<file path="src/rtl/counter_stim_gen.sv">
// -----------------------------------------------------------------------------
// counter_stim_gen
//
// Transmit side of the two-channel counter interface (dn_reset/en/sel). Given a
// pair of target values it produces the en/sel pulse stream that leaves a freshly
// cleared downstream counter holding output0 = cnt0_in and output1 = cnt1_in.
//
// Sequence: IDLE -> CLR -> SEL1 -> SEL0 -> DONE -> IDLE
//   CLR  : one-cycle dn_reset, remaining loaded with the channel-1 pulse count
//   SEL1 : sel=1 pulses (channel 1 divides by 3 and needs 4 for its first step)
//   SEL0 : sel=0 pulses; must follow SEL1 since sel=1 pulses clear output0
//   DONE : one-cycle done pulse
//
// Parameters
//   W          width of the target values
//
// Ports
//   clk        rising-edge clock
//   reset      asynchronous, active-low reset
//   start      request, sampled only in IDLE
//   cnt0_in    channel-0 target (sel=0 pulses)
//   cnt1_in    channel-1 target (sel=1 pulses)
//   pause      in SEL1/SEL0: suppress en, hold remaining and state
//   abort      (CNTGEN_ABORT_EN only) drop back to IDLE from CLR/SEL1/SEL0
//   dn_reset   synchronous clear to the downstream counter
//   en         count enable to the downstream counter
//   sel        channel select to the downstream counter
//   busy       high in CLR, SEL1, SEL0
//   done       one-cycle completion pulse
//   remaining  pulses left in the current phase
//
// Configuration macro: CNTGEN_ABORT_EN adds the abort input. With the macro
// undefined the port does not exist and the abort path is absent.
// -----------------------------------------------------------------------------
`timescale 1ns/1ps

module counter_stim_gen #(
   parameter int W = 16
) (
   input  logic         clk,
   input  logic         reset,
   input  logic         start,
   input  logic [W-1:0] cnt0_in,
   input  logic [W-1:0] cnt1_in,
   input  logic         pause,
`ifdef CNTGEN_ABORT_EN
   input  logic         abort,
`endif
   output logic         dn_reset,
   output logic         en,
   output logic         sel,
   output logic         busy,
   output logic         done,
   output logic [W+1:0] remaining
);

   typedef enum logic [2:0] {
      S_IDLE,
      S_CLR,
      S_SEL1,
      S_SEL0,
      S_DONE
   } state_t;

   state_t         state_q,     state_d;
   logic [W-1:0]   cnt0_q,      cnt0_d;
   logic [W+1:0]   remaining_q, remaining_d;
   logic           dn_reset_q,  dn_reset_d;
   logic           en_q,        en_d;
   logic           sel_q,       sel_d;
   logic           busy_q,      busy_d;
   logic           done_q,      done_d;

   // Channel-1 pulse count: 3*cnt1+1, or 0 when cnt1 is 0. W+2 bits holds the
   // largest value 3*(2^W-1)+1 without wrap.
   logic [W+1:0]   cnt1_ext;
   logic [W+1:0]   n1;

   assign cnt1_ext = {2'b00, cnt1_in};
   assign n1       = (cnt1_in == '0) ? '0
                   : (cnt1_ext << 1) + cnt1_ext + (W+2)'(1);

   logic           abort_hit;
`ifdef CNTGEN_ABORT_EN
   assign abort_hit = abort && ((state_q == S_CLR) || (state_q == S_SEL1) ||
                                (state_q == S_SEL0));
`else
   assign abort_hit = 1'b0;
`endif

   always_comb begin
      // NOTE: every signal written here gets a default first, so no path through
      // the case statement can leave one unassigned and infer a latch.
      state_d     = state_q;
      cnt0_d      = cnt0_q;
      remaining_d = remaining_q;
      dn_reset_d  = 1'b0;
      en_d        = 1'b0;
      sel_d       = sel_q;
      busy_d      = busy_q;
      done_d      = 1'b0;

      unique case (state_q)
         S_IDLE: begin
            sel_d       = 1'b0;
            busy_d      = 1'b0;
            remaining_d = '0;
            if (start) begin
               state_d     = S_CLR;
               cnt0_d      = cnt0_in;
               remaining_d = n1;
               dn_reset_d  = 1'b1;
               busy_d      = 1'b1;
            end
         end

         S_CLR: begin
            state_d = S_SEL1;
            sel_d   = 1'b1;
         end

         S_SEL1: begin
            if (!pause) begin
               if (remaining_q != '0) begin
                  en_d        = 1'b1;
                  remaining_d = remaining_q - (W+2)'(1);
               end else begin
                  // Zero-detect cycle: switch channels with en low.
                  state_d     = S_SEL0;
                  sel_d       = 1'b0;
                  remaining_d = {2'b00, cnt0_q};
               end
            end
         end

         S_SEL0: begin
            if (!pause) begin
               if (remaining_q != '0) begin
                  en_d        = 1'b1;
                  remaining_d = remaining_q - (W+2)'(1);
               end else begin
                  state_d = S_DONE;
                  busy_d  = 1'b0;
                  done_d  = 1'b1;
               end
            end
         end

         S_DONE: begin
            state_d     = S_IDLE;
            remaining_d = '0;
         end

         default: begin
            state_d     = S_IDLE;
            sel_d       = 1'b0;
            busy_d      = 1'b0;
            remaining_d = '0;
         end
      endcase

      // Abort wins over pause and suppresses the done pulse.
      if (abort_hit) begin
         state_d     = S_IDLE;
         dn_reset_d  = 1'b0;
         en_d        = 1'b0;
         sel_d       = 1'b0;
         busy_d      = 1'b0;
         done_d      = 1'b0;
         remaining_d = '0;
      end
   end

   always_ff @(posedge clk or negedge reset) begin
      if (!reset) begin
         state_q     <= S_IDLE;
         cnt0_q      <= '0;
         remaining_q <= '0;
         dn_reset_q  <= 1'b0;
         en_q        <= 1'b0;
         sel_q       <= 1'b0;
         busy_q      <= 1'b0;
         done_q      <= 1'b0;
      end else begin
         // NOTE: non-blocking assignments so every flop samples the pre-edge
         // value of its inputs, independent of statement order.
         state_q     <= state_d;
         cnt0_q      <= cnt0_d;
         remaining_q <= remaining_d;
         dn_reset_q  <= dn_reset_d;
         en_q        <= en_d;
         sel_q       <= sel_d;
         busy_q      <= busy_d;
         done_q      <= done_d;
      end
   end

   assign dn_reset  = dn_reset_q;
   assign en        = en_q;
   assign sel       = sel_q;
   assign busy      = busy_q;
   assign done      = done_q;
   assign remaining = remaining_q;

endmodule

</file>
<file path="config.mk">
export PLATFORM = sky130hd
export DESIGN_NAME = counter_stim_gen
export DESIGN_NICKNAME = d
export VERILOG_FILES = /design/src/rtl/counter_stim_gen.sv
export SDC_FILE = /design/constraint.sdc
export NUM_CORES = 1
export LEC_CHECK = 0
export CAP_MARGIN = 25
export CELL_PAD_IN_SITES_DETAIL_PLACEMENT = 0
export CELL_PAD_IN_SITES_GLOBAL_PLACEMENT = 2
export CORE_MARGIN = 8
export CORE_UTILIZATION = 35
export CTS_BUF_LIST = sky130_fd_sc_hd__clkbuf_8 sky130_fd_sc_hd__clkbuf_16
export DETAILED_ROUTE_END_ITERATION = 6
export PLACE_DENSITY = 0.95
export SETUP_SLACK_MARGIN = 0.15
export SYNTH_ARGS = -nofsm -noshare
export SYNTH_HDL_FRONTEND = slang
export SYNTH_SLANG_ARGS = --single-unit
</file>
<file path="constraint.sdc">
create_clock -name clk -period 3.45 [get_ports clk]
set_input_delay 0.5175 -clock clk [delete_from_list [all_inputs] [get_ports clk]]
set_output_delay 0.5175 -clock clk [all_outputs]
set_load 0.02 [all_outputs]
</file>
==> flow_summary_export.csv <==
group,metric,value,unit
pwr,seqPwrFrac,36.4,%
yosys,ys_types,56,
floorplanning,start_util,35.84,%
cells_and_area,nets,482,
routing,via_per_inst,5.396,
timing,rsz0062_at_grt,"no",
worst_hold_path,min_path_type,"input port to asynchronous set/reset pin",
flow_run,max-cap-violations,0,
timing,fin_worst_skew,0.009652,ns
yosys,synth_edf_count,0,
routing,totalWireLength,9.093,mm
yosys,ys_seq_area_share,32.04,%
placement,place.gp.congestion,0.7850,
pwr,switching_power,1103,µW
critical_path,crit_type,"input port to register",
routing,drc,0,
timing,finalCriticalPeriod,2.745,ns
clock_network,ctsHoldBuffers,0,
cells_and_area,drive_gt1_share,10.50,%
critical_path,crit_fanout,6,
routing,vias,2860,
clock_network,htreeDepth,2,
clock_network,cts_buffers,5,
critical_path,cp-start-kind,"input port",
floorplanning,coreArea,0.009153,mm²
clock_network,cts_tree,"done",
clock_network,cts_max_path_buffers,2,
critical_path,cp_top_family,"compound AO/OA/AOI/OAI gates",
critical_path,slowest_delay,0.63,ns
clock_network,root_buffer,"clkbuf_8",
critical_path,rr_startpoint,"remaining[0]$_DFFE_PN0P_",
yosys,syn_area_per_cell,9.113,µm²
routing,wl_per_cell,17.16,µm
yosys,synth-main-ff-cell,"dfrtp_1",
global_route,grt_pass1_wl,15.21,mm
cells_and_area,final_cell_mix,"clkdlybuf4s50_1 (57), dfrtp_1 (42), nor2_1 (39), ha_1 (27)",
cells_and_area,seq_area,0.001051,mm²
clock_network,clk_pin_slew_worst_paths,0.08,ns
critical_path,regToRegEndpoint,"remaining[11]$_DFFE_PN0P_",
cells_and_area,multiInputGateArea,0.002078,mm²
yosys,syn_area,0.003281,mm²
timing,fmax,364.3,MHz
routing,first_pass_iters,5,
floorplanning,dieHeight,112.8,µm
critical_path,arrival,2.90,ns
clock_network,post_cts_buffers,0,
critical_path,ff2ff_path_depth,9,
pwr,clockPowerShare,15.1,%
critical_path,slowest_stage,"clkdlybuf4s50_1",
yosys,postSynth.asyncResetShare,100.0,%
routing,drtAntennaViolNets,0,
timing,hold_violations,0,
critical_path,worst_setup_path_end_kind,"register",
floorplanning,num_rows,35,
pwr,total_power,2602,µW
placement,port_buffers,58,
global_route,grt_max_degree,43,
timing,relSlewSlack,53.73,%
cells_and_area,antennaDiodeCount,0,
clock_network,clock_latency,0.31,ns
global_route,antenna_found_initial,0,
timing,slew_viol_final,0,
floorplanning,ios,59,
pwr,p_comb_share,48.5,%
cells_and_area,fillCellCount,936,
clock_network,cts_sinks,42,
timing,setup_viol,0,
clock_network,cts_resized,0,
cells_and_area,final_util,44.69,%
global_route,grt_overflow,0,
global_route,grt_pass1_vias,2881,
global_route,track_usage,14.64,%
critical_path,reg2reg_slack,0.72,ns
pwr,ir_worst_vdd,0.0002234,V
pwr,p_leak,0.001732,µW
critical_path,path_cells,"clkdlybuf4s50_1 -> inv_1 -> ha_1 -> a211oi_1 -> nor4b_1 -> o22ai_1 -> o31ai_1 -> xnor2_1 -> o221ai_1",
placement,place_hpwl,7.060,mm
cells_and_area,areaGrowthSynthToFinish,24.68,%
timing,worstMarginPinSlew,0.6926,ns
critical_path,cp.buffers_inverters,2,
timing,period_share,79.56,%
yosys,yosys_warnings,0,
floorplanning,die_w,112.8,µm
floorplanning,dieArea,0.01273,mm²
status,status,"complete, no violations",
pwr,netSwitchingFraction,42.40,%
yosys,postSynthCellCount,360,
yosys,synth_seq_cells,42,
yosys,syn_nets,424,
routing,drt_iter0_drc,121,
critical_path,cp.required,3.61,ns
cells_and_area,final_common_cell,"clkdlybuf4s50_1",
pwr,p_int,1499,µW
timing,tns,0,ns
pwr,powerDensity,636.3,mW/mm²
## cells by family after synthesis
| logic type | share of synthesized area [%] |
|---|---|
| adder cells (fa/ha/maj) | 10.91 |
| AND/OR/NAND/NOR | 18.50 |
| multiplexers | 6.102 |
| XOR/XNOR | 5.874 |
| buffers and inverters | 4.805 |
| AO/OA/AOI/OAI | 21.78 |
| flip-flops | 32.04 |
## power by group through the flow
stage               sequential [µW]  clock, µW  combinational [µW]
floorplan                       990          0                 739
detailed placement              952          0                1260
global route                    987        425                1380
CTS                             945        407                1270
finish                          948        393                1260
global placement                950          0                1240
## synthesized netlist by cell type, drive strengths merged (2+ instances only)
cell,instances,area share (%)
a211oi,6,1.4
a21o,8,1.8
a21oi,24,3.7
a221oi,5,1.3
a22o,2,0.53
a2bb2oi,3,0.80
and3,3,0.57
buf,7,1.5
clkbuf,4,0.46
dfrtp,42,32
ha,27,10
inv,25,2.9
mux2,16,5.5
mux2i,2,0.61
nand2,25,2.9
nand2b,3,0.57
nand3,9,1.4
nand4,3,0.57
nor2,40,4.8
nor3,7,1.4
nor3b,3,0.69
nor4,7,2.9
nor4b,3,0.80
o211ai,4,0.92
o21a,3,0.69
o21ai,24,3.8
o21bai,2,0.46
o221ai,7,1.9
o22ai,3,0.57
o31ai,3,1.1
o32ai,2,0.53
or3b,2,0.53
or4,3,0.69
xnor2,15,4.0
xor2,7,1.9
## through the flow
stage / cell area [µm²] / cells / setup WS, ns / hold slack (ns)
after floorplan: 3281 / 360 / 1.209 / 0.2219
after global placement: 3960 / 521 / 0.4610 / 0.4932
after detailed placement: 3960 / 521 / 0.3429 / 0.4965
after CTS: 4070 / 529 / 0.6690 / 0.4037
after global routing: 4090 / 530 / 0.4769 / 0.05246
final: 4090 / 530 / 0.7051 / 0.05435
## layer usage
layer	wire length, µm	track usage (%)	vias to the layer above
li1	-	-	1422
met3	411	2.769	7
met5	0	0	-
met4	80	3.957	0
met1	4354	19.28	1360
met2	4246	23.90	71
## worst max-delay path by stage
| stage | start | end | cells past startpoint |
|---|---|---|---|
| after floorplan | cnt1_in[2] | remaining[14]$_DFFE_PN0P_ | 8 |
| after global placement | cnt1_in[2] | remaining[14]$_DFFE_PN0P_ | 9 |
| after detailed placement | cnt1_in[0] | remaining[13]$_DFFE_PN0P_ | 9 |
| after CTS | cnt1_in[0] | remaining[13]$_DFFE_PN0P_ | 9 |
| after global routing | remaining[0]$_DFFE_PN0P_ | remaining[11]$_DFFE_PN0P_ | 9 |
| final | cnt1_in[0] | remaining[13]$_DFFE_PN0P_ | 9 |
## state kept, by name, indices dropped and copies added (netlist names)
signal	count
remaining	18
cnt0_q	16
state_q	3
busy	1
dn_reset	1
done	1
en	1
sel	1
## layout make-up
| class | count | share of cell area, % |
|---|---|---|
| Multi-Input combinational cell | 282 | 50.81 |
| Sequential cell | 42 | 25.70 |
| Timing Repair Buffer | 62 | 15.11 |
| Tap cell | 111 | 3.396 |
| Inverter | 25 | 2.294 |
| Clock buffer | 5 | 1.682 |
| Clock inverter | 3 | 1.009 |
## worst register-to-register path, delay by kind of cell, from the launching register on
family / cells / cell delay, ns
simple gates: 3 / 1.03
compound gates: 3 / 0.75
flops: 1 / 0.47
buf+inv: 2 / 0.25
fa+ha+maj: 1 / 0.14
Power figures use the tool's default switching activity.
